## config.mk

```make
export PLATFORM = sky130hd
export DESIGN_NAME = serial_add_ctrl
export DESIGN_NICKNAME = d
export VERILOG_FILES = /design/src/rtl/serial_add_ctrl.sv
export SDC_FILE = /design/constraint.sdc
export NUM_CORES = 1
export LEC_CHECK = 0
export BUFFER_PORTS_ARGS = -buffer_cell sky130_fd_sc_hd__buf_2
export CAP_MARGIN = 10
export CORE_ASPECT_RATIO = 0.5
export CORE_MARGIN = 2
export CORE_UTILIZATION = 47
export DETAILED_ROUTE_END_ITERATION = 8
export PLACE_DENSITY = 0.71
export RECOVER_POWER = 25
export SLEW_MARGIN = 15
export SYNTH_ARGS = -nofsm -noshare
export SYNTH_HDL_FRONTEND = slang
export SYNTH_HIERARCHICAL = 1
export SYNTH_SLANG_ARGS = --single-unit
```

## constraint.sdc

```tcl
create_clock -name clk -period 1.2 [get_ports clk]
set_clock_uncertainty 0.05 [all_clocks]
set_input_delay 0.06 -clock clk [delete_from_list [all_inputs] [get_ports clk]]
set_output_delay 0.06 -clock clk [all_outputs]
set_load 0.03 [all_outputs]
```

## src/rtl/serial_add_ctrl.sv

```systemverilog
`default_nettype none
// ============================================================================
// Module   : serial_add_ctrl (with helper full_adder)
// Brief    : Bit-serial adder, one full_adder reused LSB-first over WIDTH
//            cycles. Define SERIAL_ADD_SUB_EN to add the 'sub' port (a - b).
// Revision : 1.0 - initial release
// ============================================================================

module full_adder (
    input  logic A,
    input  logic B,
    input  logic C,
    output logic sum,
    output logic cout
);
    assign sum  = A ^ B ^ C;
    assign cout = (A & B) | (A & C) | (B & C);
endmodule

module serial_add_ctrl #(
    parameter int WIDTH = 8
) (
    input  logic             clk,
    input  logic             rst,
    input  logic             start,
    input  logic [WIDTH-1:0] a,
    input  logic [WIDTH-1:0] b,
    input  logic             cin,
`ifdef SERIAL_ADD_SUB_EN
    input  logic             sub,
`endif
    output logic             busy,
    output logic             done,
    output logic [WIDTH-1:0] sum,
    output logic             cout
);

    localparam int            CW     = (WIDTH > 2) ? $clog2(WIDTH) : 1;
    localparam logic [CW-1:0] c_LAST = CW'(WIDTH - 1);

    typedef enum logic [1:0] {
        S_IDLE = 2'd0,
        S_RUN  = 2'd1,
        S_DONE = 2'd2
    } state_t;

    state_t           r_state;
    logic [WIDTH-1:0] r_a_sr;
    logic [WIDTH-1:0] r_b_sr;
    logic [WIDTH-1:0] r_sum;
    logic             r_carry;
    logic             r_cout;
    logic             r_busy;
    logic             r_done;
    logic [CW-1:0]    r_cnt;

    logic [WIDTH-1:0] w_b_load;
    logic             w_c_load;
    logic             w_fa_sum;
    logic             w_fa_cout;

    // Subtraction is folded into the capture: a + ~b + 1 runs through the same adder.
`ifdef SERIAL_ADD_SUB_EN
    assign w_b_load = sub ? ~b : b;
    assign w_c_load = sub ? 1'b1 : cin;
`else
    assign w_b_load = b;
    assign w_c_load = cin;
`endif

    full_adder u_fa (
        .A    (r_a_sr[0]),
        .B    (r_b_sr[0]),
        .C    (r_carry),
        .sum  (w_fa_sum),
        .cout (w_fa_cout)
    );

    always_ff @(posedge clk) begin
        if (rst) begin
            r_state <= S_IDLE;
            r_a_sr  <= '0;
            r_b_sr  <= '0;
            r_sum   <= '0;
            r_carry <= 1'b0;
            r_cout  <= 1'b0;
            r_busy  <= 1'b0;
            r_done  <= 1'b0;
            r_cnt   <= '0;
        end else begin
            r_done <= 1'b0;
            case (r_state)
                S_IDLE: begin
                    if (start) begin
                        r_a_sr  <= a;
                        r_b_sr  <= w_b_load;
                        r_carry <= w_c_load;
                        r_cnt   <= '0;
                        r_busy  <= 1'b1;
                        r_state <= S_RUN;
                    end
                end
                S_RUN: begin
                    r_a_sr  <= r_a_sr >> 1;
                    r_b_sr  <= r_b_sr >> 1;
                    r_sum   <= {w_fa_sum, r_sum[WIDTH-1:1]};
                    r_carry <= w_fa_cout;
                    r_cnt   <= r_cnt + CW'(1);
                    if (r_cnt == c_LAST) begin
                        r_cout  <= w_fa_cout;
                        r_busy  <= 1'b0;
                        r_state <= S_DONE;
                    end
                end
                S_DONE: begin
                    // Registered pulse lands the cycle after DONE, keeping it clear of busy.
                    r_done  <= 1'b1;
                    r_state <= S_IDLE;
                end
                default: begin
                    r_busy  <= 1'b0;
                    r_state <= S_IDLE;
                end
            endcase
        end
    end

    assign busy = r_busy;
    assign done = r_done;
    assign sum  = r_sum;
    assign cout = r_cout;

endmodule
`default_nettype wire

```

# After elaboration in Yosys (flattened, before gate mapping)
# Cells that the tools add are included.
# totals
register_bits,33
input_bits,20
output_inout_bits,11
elab_cells,44
# classes
addsub,1
n_eq_ne,5
muxes,15
n_bitwise,8
n_reduce_logical,6
# ops
operator,count
$pmux 8 s2,2
$mux 8,2
$pmux 3 s2,1
$reduce_and 2->1,3
$mux 1,4
$mux 2,2
$ne 2x2->1 const B,2
$pmux 2 s2,1
$add 3x1->3 const B,1
$and 1x1->1,3
$eq 3x3->1 const B,1
$mux 3,1
$pmux 1 s3,1
$reduce_and 3->1,1
$eq 2x1->1 const B,1
$eq 2x2->1 const B,1
$logic_not 2->1,1
$or 1x1->1,2
$pmux 1 s2,1
$reduce_bool 2->1,1
$xor 1x1->1,2
$not 1->1,1

# Logic depth before layout (Yosys ltp)
# Gate-level depths: netlist of run 1.
# logic_depth
word_depth,4
depth_mapped,5
depth_no_buf,5

# Cells and area by module
# The synthesis of run 1 kept the hierarchy.
# modules_own_cells
module,n_inst,cells_each,area_per_inst_um2,seq_area_each_um2
serial_add_ctrl,1,143,1365.1,660.6
full_adder,1,1,20.0,0.0

# Worst setup path after synthesis of run 1
# Ideal clock, no wire load.
# synth_timing
path_type,reg-to-reg
from,reg r_cnt[0]
to,reg r_cnt[2]
setup_time_ns,0.128
arrival_ns,0.935
t_required_ns,1.022
slack_ns,0.088
path_stages_with_launch,5
path_buffers,0
period_less_slack_ns,1.112
cell_sequence,dfxtp_1 ha_1 ha_1 a22oi_1 nor2_1
# synth_via
elab_chain_len,2
# synth_lines
item,line,rtl
start: declaration,55,logic [CW-1:0] r_cnt;
start signal: assignment,108,r_cnt <= r_cnt + CW'(1);
$add 3x1->3,108,
$pmux 3 s2,92,case (r_state)
# No other way between the ends.
# A chain may end at the register's enable or synchronous reset.

# Worst setup path in the final report of run 1
# layout_timing
from,reg r_state[1]
to,reg r_a_sr[5]
# layout_via
elab_chain_len,3
elab_cells_between_ends,6
# layout_lines
item,line,rtl
start: declaration,47,state_t r_state;
start signal: assignment,81,r_state <= S_IDLE;
start signal: assignment,100,r_state <= S_RUN;
start signal: assignment,112,r_state <= S_DONE;
$eq 2x1->1 or $logic_not 2->1 (tied branches),92,
$reduce_bool 2->1 (no line) or $ne 2x2->1 (tied branches),n/a,
$reduce_and 2->1 (no line),n/a,
end signal: assignment,104,r_a_sr <= r_a_sr >> 1;
end: declaration,48,logic [WIDTH-1:0] r_a_sr;
# Several ways; a longest one is shown, not always the timed one.

==> impl_metrics.yaml, run 1 <==
timing:
  hold_viol_final: 0
  layout_min_cycle_time_ns: 1.17
  setup_viol: 0
  worst-slew-pin-transition_ns: 0.399
  setup_tns_ns: 0
  fin_hold_ws_ns: 0.0739
  max_freq_mhz: 852
  finalCritPeriodShare_pct: 97.8
  max-slew-margin-rel_pct: 73.4
  maxSlewViolCount: 0
synthesis:
  yosysTopAreaCellShare_pct: 47.7
  ys_seq_area_share_pct: 47.7
  syn-num-nets: 167
  synth-xor-area-share_pct: 0
  synth_cell_type_count: 25
  syn_inst: 144
  synthAdderAreaFrac_pct: 3.25
  muxShareOfSynthArea_pct: 12.3
  synthSimpleGateAreaFrac_pct: 14.2
  netlist_area_um2: 1390
  synth_seq_cells: 33
  yosysTopAreaCell: "dfxtp_1"
  avgSynthCellArea_um2: 9.62
  ys_warn_count: 6
  synth_compound_area_share_pct: 16.0
  ys_top_cells_by_area: "dfxtp_1 48%, mux2i_1 12%, a211oi_1 8.1%, nor2_1 6.0%, nand2_1 4.6%"
  synth_top_family_by_area: "compound AO/OA/AOI/OAI gates"
floorplan:
  die-area_um2: 3420
  initial_core_util_pct: 51.3
  rows: 13
  coreArea_um2: 2700
  ios: 31
  die_h_um: 42.4
  die_w_um: 80.8
detailed_routing:
  drt_iter0_markers: 64
  highest_layer: "met4"
  post_drt_wl_per_cell_um: 12.3
  vias_per_cell: 5.11
  wl_met2_um: 1180
  first_pass_iters: 4
  met1_length_um: 1310
  vias: 1109
  finalWirelength_um: 2670
  wl_met3_um: 149
  remaining_drc_errors: 0
  ant_nets: 0
layout:
  syn2layout_area_growth_pct: 25.0
  final_cells: 217
  fin_nets: 202
  drive_above_1_share_pct: 26.1
  fin_util_pct: 64.1
  n_antenna_cell: 0
  stdcell_area_um2: 1730
cts:
  path_clk_slew_ns: 0.06
  cts_buffers: 5
  insertion_delay_ns: 0.28
  cts_tree: "done"
  clock_path_buffers: 2
  root_buffer: "clkbuf_8"
  cts_sinks: 33
  post_cts.repair.setup_buffers: 0
  h-tree-depth: 2
min_path:
  hold_class: "primary input to flop"
place:
  place_congestion: 0.698
  dp_cells: 206
  dpl_cell_area_um2: 1570
  port_buffers: 30
  hpwl_um: 1690
setup_path:
  rrSetupSlack_ns: 0.03
  crit_chain: "o21ba_4, buf_12, nor2_1, a211oi_1"
  cp_top_family: "compound AO/OA/AOI/OAI gates"
  critPathSlowestCell: "dfxtp_4"
  endpoint_kind: "flop"
  path_buf_inv: 1
  crit_type: "flop to flop"
  cp_data_arrival_time_ns: 1.31
  crit_required_ns: 1.34
  start_kind: "flop"
  path_max_fanout: 15
  critical-path-max-stage-delay_ns: 0.37
global_route:
  grt_max_degree: 34
  track_usage_pct: 16.1
  grt_pass1_wl_um: 4190
  antenna_found_initial: 0
  grt.overflow.total: 0
  grt_pass1_vias: 945
pwr:
  powerDensity_nw_per_um2: 1320
  p_leak_nw: 0.696
  peakVddDrop_mv: 0.812
run:
  max_cap_violations: 0
run_status:
  outcome: "finished clean"
cells by family after synthesis:
kind of cell | after synthesis
multiplexers | 17
adder cells (fa/ha/maj) | 3
flip-flops | 33
AO/OA/AOI/OAI | 32
buffers and inverters | 13
AND/OR/NAND/NOR | 46
cells in the final DEF, fill, tap and decap left out:
cell type      instances
dfxtp_1               31
nor2_1                22
buf_2                 22
mux2i_1               17
nand2_1               17
a211oi_1              11
clkbuf_1              11
a21oi_1               10
clkbuf_8               5
buf_4                  5
a211oi_2               4
a22oi_1                4
dlygate4sd3_1          2
buf_12                 2
o21ba_4                1
o21bai_1               1
nor2b_1                1
inv_1                  1
nor3_1                 1
nand2b_2               1
nor3b_2                1
nand3_1                1
nand3b_1               1
o21ai_1                1
nor3b_1                1
ha_2                   1
ha_4                   1
clkbuf_16              1
dfxtp_2                1
dfxtp_4                1
fa_2                   1
registers in the layout, summed over array words and instances (netlist names):
name / flops
r_a_sr: 8
r_b_sr: 8
sum: 8
r_cnt: 3
r_state: 2
busy: 1
cout: 1
done: 1
r_carry: 1
layer usage:
layer | track usage, % | vias up
li1 | - | 568
met1 | 22.7 | 512
met2 | 21.8 | 24
met3 | 6.25 | 5
met4 | 6.10 | 0
met5 | 0 | -
report_power, final:
part	internal, mW	switching [mW]	leakage [nW]	total [mW]
logic	0.155	0.164	0.385	0.319
registers	1.16	0.0386	0.272	1.19
clock network	0.411	0.364	0.0395	0.776
final timing paths:
path                                 start         to  cells past startpoint
worst max-delay path            r_state[1]  r_a_sr[5]                      4
worst min-delay path                  a[0]  r_a_sr[0]                      3
worst max register to register  r_state[1]  r_a_sr[5]                      4
worst min register to register        cout       cout                      2
metrics by stage:
step / power (mW) / setup WS [ns]
6_report: 2.29 / 0.0267
5_1_grt: 2.40 / -0.0222
4_1_cts: 2.29 / 0.0132
3_5_place_dp: 1.51 / -0.0153
3_3_place_gp: 1.50 / 0.0230
2_1_floorplan: 1.43 / 0.0877
tightest hold or removal path, cell delays in order:
cell and delay (ns):
buf_2 0.10, mux2i_1 0.12, a211oi_1 0.08
synth_stat cells (all sizes together):
master,number
nor3b,2
inv,1
mux2i,17
a21oi,10
nor2,22
o21ba,1
a22oi,4
dfxtp,33
o21bai,1
nor3,1
buf,9
nand2b,1
ha,2
nand3b,1
clkbuf,3
a211oi,15
nand3,1
nand2,17
fa,1
nor2b,1
o21ai,1
repair_timing:
action | CTS | global route
hold endpoints to repair | 2 | 0
cloned | 0 | 1
pin swaps | 0 | 6
gates resized for setup | 3 | 10
setup endpoints to repair | 14 | 23
hold buffers | 2 | 0
area by class of cell:
type / count / area (um^2)
clock buffers: 8 / 80.1
inverters: 1 / 3.75
repair buffers: 40 / 263
fillers: 238 / 968
multi-input cells: 98 / 673
flip-flops and latches: 33 / 666
well taps: 37 / 46.3
Power figures use the tool's default switching activity.
==> run 2, diff against run 1 <==
--- a/config.mk
+++ b/config.mk
@@ -9,9 +9,9 @@
 export CAP_MARGIN = 10
 export CORE_ASPECT_RATIO = 0.5
 export CORE_MARGIN = 2
-export CORE_UTILIZATION = 47
+export CORE_UTILIZATION = 50
 export DETAILED_ROUTE_END_ITERATION = 8
-export PLACE_DENSITY = 0.71
+export PLACE_DENSITY = 0.72
 export RECOVER_POWER = 25
 export SLEW_MARGIN = 15
 export SYNTH_ARGS = -nofsm -noshare
==> constraint.sdc (replaced) <==
create_clock -name clk -period 1.5 [get_ports clk]
set_clock_uncertainty 0.05 [all_clocks]
set_input_delay 0.075 -clock clk [delete_from_list [all_inputs] [get_ports clk]]
set_output_delay 0.075 -clock clk [all_outputs]
set_load 0.03 [all_outputs]
==> run 2 against run 1 <==
Clock-buffer cell count decreased by 1. Critical endpoint unchanged. First-iteration DRC count decreased by 45%. Die area decreased by 5.6%. Cell count decreased by 2.8%. Sequential power decreased by 19%. Sequential share of layout area increased by 2.6 points. Routed wire length decreased by 9.8%. Via count decreased by 6.4%. Highest routed layer unchanged. Critical path depth decreased by 1. Worst hold slack improved by 0.0060 ns.
==> impl_metrics.yaml, run 2 (synthesis results as in run 1) <==
run:
  max_cap_violations: 0
layout:
  n_antenna_cell: 0
  layout_common_cells: "33 x dfxtp_1, 22 x nor2_1, 19 x buf_2"
  layout.cells.most_common: "dfxtp_1"
  fin_util_pct: 61.4
  drive_above_1_share_pct: 17.2
  fin_nets: 197
  syn2layout_area_growth_pct: 16.2
detailed_routing:
  vias: 1038
  finalWirelength_um: 2410
  first_pass_iters: 4
  remaining_drc_errors: 0
  post_drt_wl_per_cell_um: 11.4
  ant_nets: 0
  drt_iter0_markers: 35
  vias_per_cell: 4.92
floorplan:
  die_w_um: 78.4
  coreArea_um2: 2620
  rows: 13
  die_h_um: 41.2
  initial_core_util_pct: 52.9
  ios: 31
  die-area_um2: 3230
setup_path:
  crit_type: "flop to flop"
  r2r_start: "r_state[0]"
  endpoint_kind: "flop"
  rrSetupSlack_ns: 0.15
  reg2reg_depth: 3
  crit_required_ns: 1.63
  path_max_fanout: 30
  cp_data_arrival_time_ns: 1.49
  rr_endpoint: "r_a_sr[5]"
  start_kind: "flop"
timing:
  hold_viol_final: 0
  rsz0062_at_grt: "no"
  maxSlewViolCount: 0
  fin_hold_ws_ns: 0.0799
  finalCritPeriodShare_pct: 90.3
  max-slew-margin-rel_pct: 61.0
  setup_tns_ns: 0
  layout_min_cycle_time_ns: 1.35
  setup_viol: 0
  max_freq_mhz: 738
  worst-slew-pin-transition_ns: 0.586
cts:
  cts_sinks: 33
  h-tree-depth: 2
  cts_tree: "done"
  root_buffer: "clkbuf_8"
  cts_buffers: 5
  path_clk_slew_ns: 0.06
  clock_path_buffers: 2
  ctsResizeCount: 0
  insertion_delay_ns: 0.28
place:
  place_congestion: 0.737
  port_buffers: 30
  hpwl_um: 1610
min_path:
  min_from: "a[1]"
  min_delay_path_depth: 3
  hold_class: "primary input to flop"
  whs_endpoint: "r_a_sr[1]"
pwr:
  p_leak_nw: 0.649
  p_total_mw: 1.82
  powerDensity_nw_per_um2: 1130
  peakVddDrop_mv: 0.560
global_route:
  antenna_found_initial: 0
  grt_max_degree: 34
  grt.overflow.total: 0
  track_usage_pct: 15.9
  grt_pass1_vias: 827
  grt_pass1_wl_um: 3670
run_status:
  outcome: "finished clean"
-- run 2: repair_timing --
action	in CTS	in global routing
hold buffers	2	0
setup buffers	0	0
endpoints found under the hold margin	2	0
-- run 2: critical path: stages (launching register included) --
cell and delay (ns):
dfxtp_1 0.49, o21ba_4 0.41, nor2_1 0.07, a211oi_1 0.23
-- run 2: layout make-up --
cell class                      instances  area, um^2
Sequential cell                        33         661
Inverter                                1        3.75
Fill cell                             248        1010
Multi-Input combinational cell         98         633
Clock buffer                            7        86.3
Tap cell                               37        46.3
Timing Repair Buffer                   35         179
-- run 2: worst max path at each step --
stage / cells past startpoint / end / from
after floorplan: 4 / r_cnt[2] / r_cnt[0]
after global placement: 3 / r_a_sr[6] / r_state[0]
after detailed placement: 3 / r_b_sr[3] / r_state[0]
after CTS: 3 / r_a_sr[5] / r_state[0]
after global routing: 3 / r_b_sr[5] / r_state[0]
final: 3 / r_a_sr[5] / r_state[0]
-- run 2: stage by stage --
step / std cells / cell area, um^2 / setup slack, ns
after floorplan: 144 / 1390 / 0.388
after global placement: 202 / 1520 / 0.256
after detailed placement: 202 / 1520 / 0.168
after CTS: 211 / 1620 / 0.160
after global routing: 211 / 1610 / 0.0522
final: 211 / 1610 / 0.145
-- run 2: report_power, final --
group | leakage (nW) | internal [mW] | total, mW | switching (mW)
logic | 0.334 | 0.0952 | 0.210 | 0.115
clock network | 0.0443 | 0.363 | 0.651 | 0.288
registers | 0.271 | 0.927 | 0.958 | 0.0313
total | 0.649 | 1.39 | 1.82 | 0.434
-- run 2: metal layers --
| layer | global-route usage (%) | vias up | part of all wire [%] |
|---|---|---|---|
| met4 | 9.21 | 0 | 1.3 |
| met1 | 19.6 | 443 | 53 |
| met3 | 6.83 | 5 | 5.9 |
| li1 | - | 564 | - |
| met2 | 24.4 | 26 | 40 |
| met5 | 0 | - | 0 |
==> run 3, diff against run 2 <==
--- a/config.mk
+++ b/config.mk
@@ -7,12 +7,10 @@
 export LEC_CHECK = 0
 export BUFFER_PORTS_ARGS = -buffer_cell sky130_fd_sc_hd__buf_2
 export CAP_MARGIN = 10
-export CORE_ASPECT_RATIO = 0.5
 export CORE_MARGIN = 2
-export CORE_UTILIZATION = 50
+export CORE_UTILIZATION = 56
 export DETAILED_ROUTE_END_ITERATION = 8
-export PLACE_DENSITY = 0.72
-export RECOVER_POWER = 25
+export PLACE_DENSITY = 0.79
 export SLEW_MARGIN = 15
 export SYNTH_ARGS = -nofsm -noshare
 export SYNTH_HDL_FRONTEND = slang
==> run 3 against run 2 <==
Critical path depth did not move. Via count increased by 3.8%. Core utilization up 4.0 points. Cell count fell by 2.8%. Non-clock buffer count stayed put. Sequential share of layout area up 0.89 points. Clock power down 29%. Sequential power barely moved. Critical endpoint is now r_a_sr[1]. Largest cell class unchanged.
==> impl_metrics.yaml, run 3 (synthesis results as in run 1) <==
cts:
  cts_sinks: 33
  path_clk_slew_ns: 0.09
  h-tree-depth: 2
  clock_path_buffers: 2
  root_buffer: "clkbuf_4"
  cts_tree: "done"
  insertion_delay_ns: 0.33
  post_cts.repair.setup_buffers: 0
  cts_buffers: 5
timing:
  finalCritPeriodShare_pct: 87.8
  fin_hold_ws_ns: 0.0196
  rsz0062_at_grt: "no"
  setup_viol: 0
  worst-slew-pin-transition_ns: 0.570
  setup_tns_ns: 0
  max-slew-margin-rel_pct: 62.0
  layout_min_cycle_time_ns: 1.32
  hold_viol_final: 0
  max_freq_mhz: 760
  maxSlewViolCount: 0
floorplan:
  die-area_um2: 2890
  coreArea_um2: 2410
  die_h_um: 53.7
  die_w_um: 53.7
  rows: 18
  initial_core_util_pct: 57.5
  ios: 31
detailed_routing:
  highest_layer: "met4"
  met1_length_um: 1090
  vias_per_cell: 5.25
  ant_nets: 0
  remaining_drc_errors: 0
  wl_met2_um: 1170
  finalWirelength_um: 2470
  first_pass_iters: 4
  vias: 1077
  post_drt_wl_per_cell_um: 12.1
  wl_met3_um: 171
  drt_iter0_markers: 8
setup_path:
  crit_type: "flop to flop"
  endpoint_kind: "flop"
  crit_required_ns: 1.70
  crit_chain: "o21ba_4, nor2_1, a211oi_1"
  critical-path-max-stage-delay_ns: 0.46
  start_kind: "flop"
  path_max_fanout: 30
  critPathSlowestCell: "o21ba_4"
  cp_data_arrival_time_ns: 1.51
pwr:
  combPwrFrac_pct: 13.1
  p_int_mw: 1.21
  p_leak_nw: 0.679
  swShare_pct: 26.0
  p_seq_share_pct: 58.6
  clkPwrFrac_pct: 28.4
  peakVddDrop_mv: 0.735
  p_sw_mw: 0.425
  powerDensity_nw_per_um2: 1040
min_path:
  hold_class: "primary input to flop"
layout:
  nFillCells: 201
  layout_common_cells: "32 x dfxtp_1, 30 x buf_2, 22 x nor2_1"
  fin_nets: 197
  multi_input_area_um2: 633
  layout.cells.most_common: "dfxtp_1"
  fin_util_pct: 65.5
  n_antenna_cell: 0
  syn2layout_area_growth_pct: 13.9
  stdcell_area_um2: 1580
  drive_above_1_share_pct: 23.4
  seq_area_um2: 662
run_status:
  outcome: "finished clean"
global_route:
  grt_max_degree: 34
  grt_pass1_vias: 1048
  track_usage_pct: 22.5
  antenna_found_initial: 0
  grt_pass1_wl_um: 4440
  grt.overflow.total: 0
place:
  dpl_cell_area_um2: 1510
  place_congestion: 0.747
  port_buffers: 30
  hpwl_um: 1730
run:
  max_cap_violations: 0
run 3: cell types whose count changed in the layout (fill, tap and decap cells not counted), sizes merged:
cell / delta
clkbuf: -10
buf: +11
run 3: metrics by stage:
step                setup WS [ns]  power [mW]  instances
finish                      0.184        1.63        205
global placement            0.218        1.18        195
CTS                         0.134        1.66        205
global route               0.0508        1.74        205
detailed placement          0.158        1.19        195
floorplan                   0.388        1.14        144
run 3: path summary, 6_finish.rpt:
check / to / cells past startpoint / slack (ns) / from
worst max register to register: r_a_sr[1] / 3 / 0.18 / r_state[1]
worst max-delay path: r_a_sr[1] / 3 / 0.18 / r_state[1]
worst min register to register: sum[0] / 2 / 0.40 / sum[0]
worst min-delay path: r_a_sr[6] / 3 / 0.02 / a[6]
run 3: repair_timing:
item                                    in CTS  in global routing
endpoints found under the hold margin        2                  0
hold buffers                                 2                  0
gates resized for setup                      0                  1
endpoints found under the setup margin       0                  6
run 3: power groups by stage:
stage	registers, mW	logic [mW]	clock network (mW)
2_1_floorplan	0.979	0.164	0
3_3_place_gp	0.973	0.204	0
3_5_place_dp	0.978	0.212	0
4_1_cts	0.957	0.216	0.484
5_1_grt	0.966	0.244	0.530
6_report	0.957	0.213	0.463
run 3: final cells by class:
class                      count  area share (%)
tap                           30            2.38
inverter                       1           0.238
timing repair buffer          35            12.2
sequential                    33            42.0
clock buffer                   8            3.09
multi-input combinational     98            40.1
run 3: critical path: cells and delay by family (launching register included):
kind	cells	cell delay, ns
AOI/OAI and AO/OA	2	0.70
DFF	1	0.39
and+or+nand+nor	1	0.09
run 3: metal layers:
metal	GRT usage, %	vias to the layer above
met5	0	-
met4	10.3	0
met3	10.6	7
met2	36.6	23
met1	24.8	485
li1	-	562
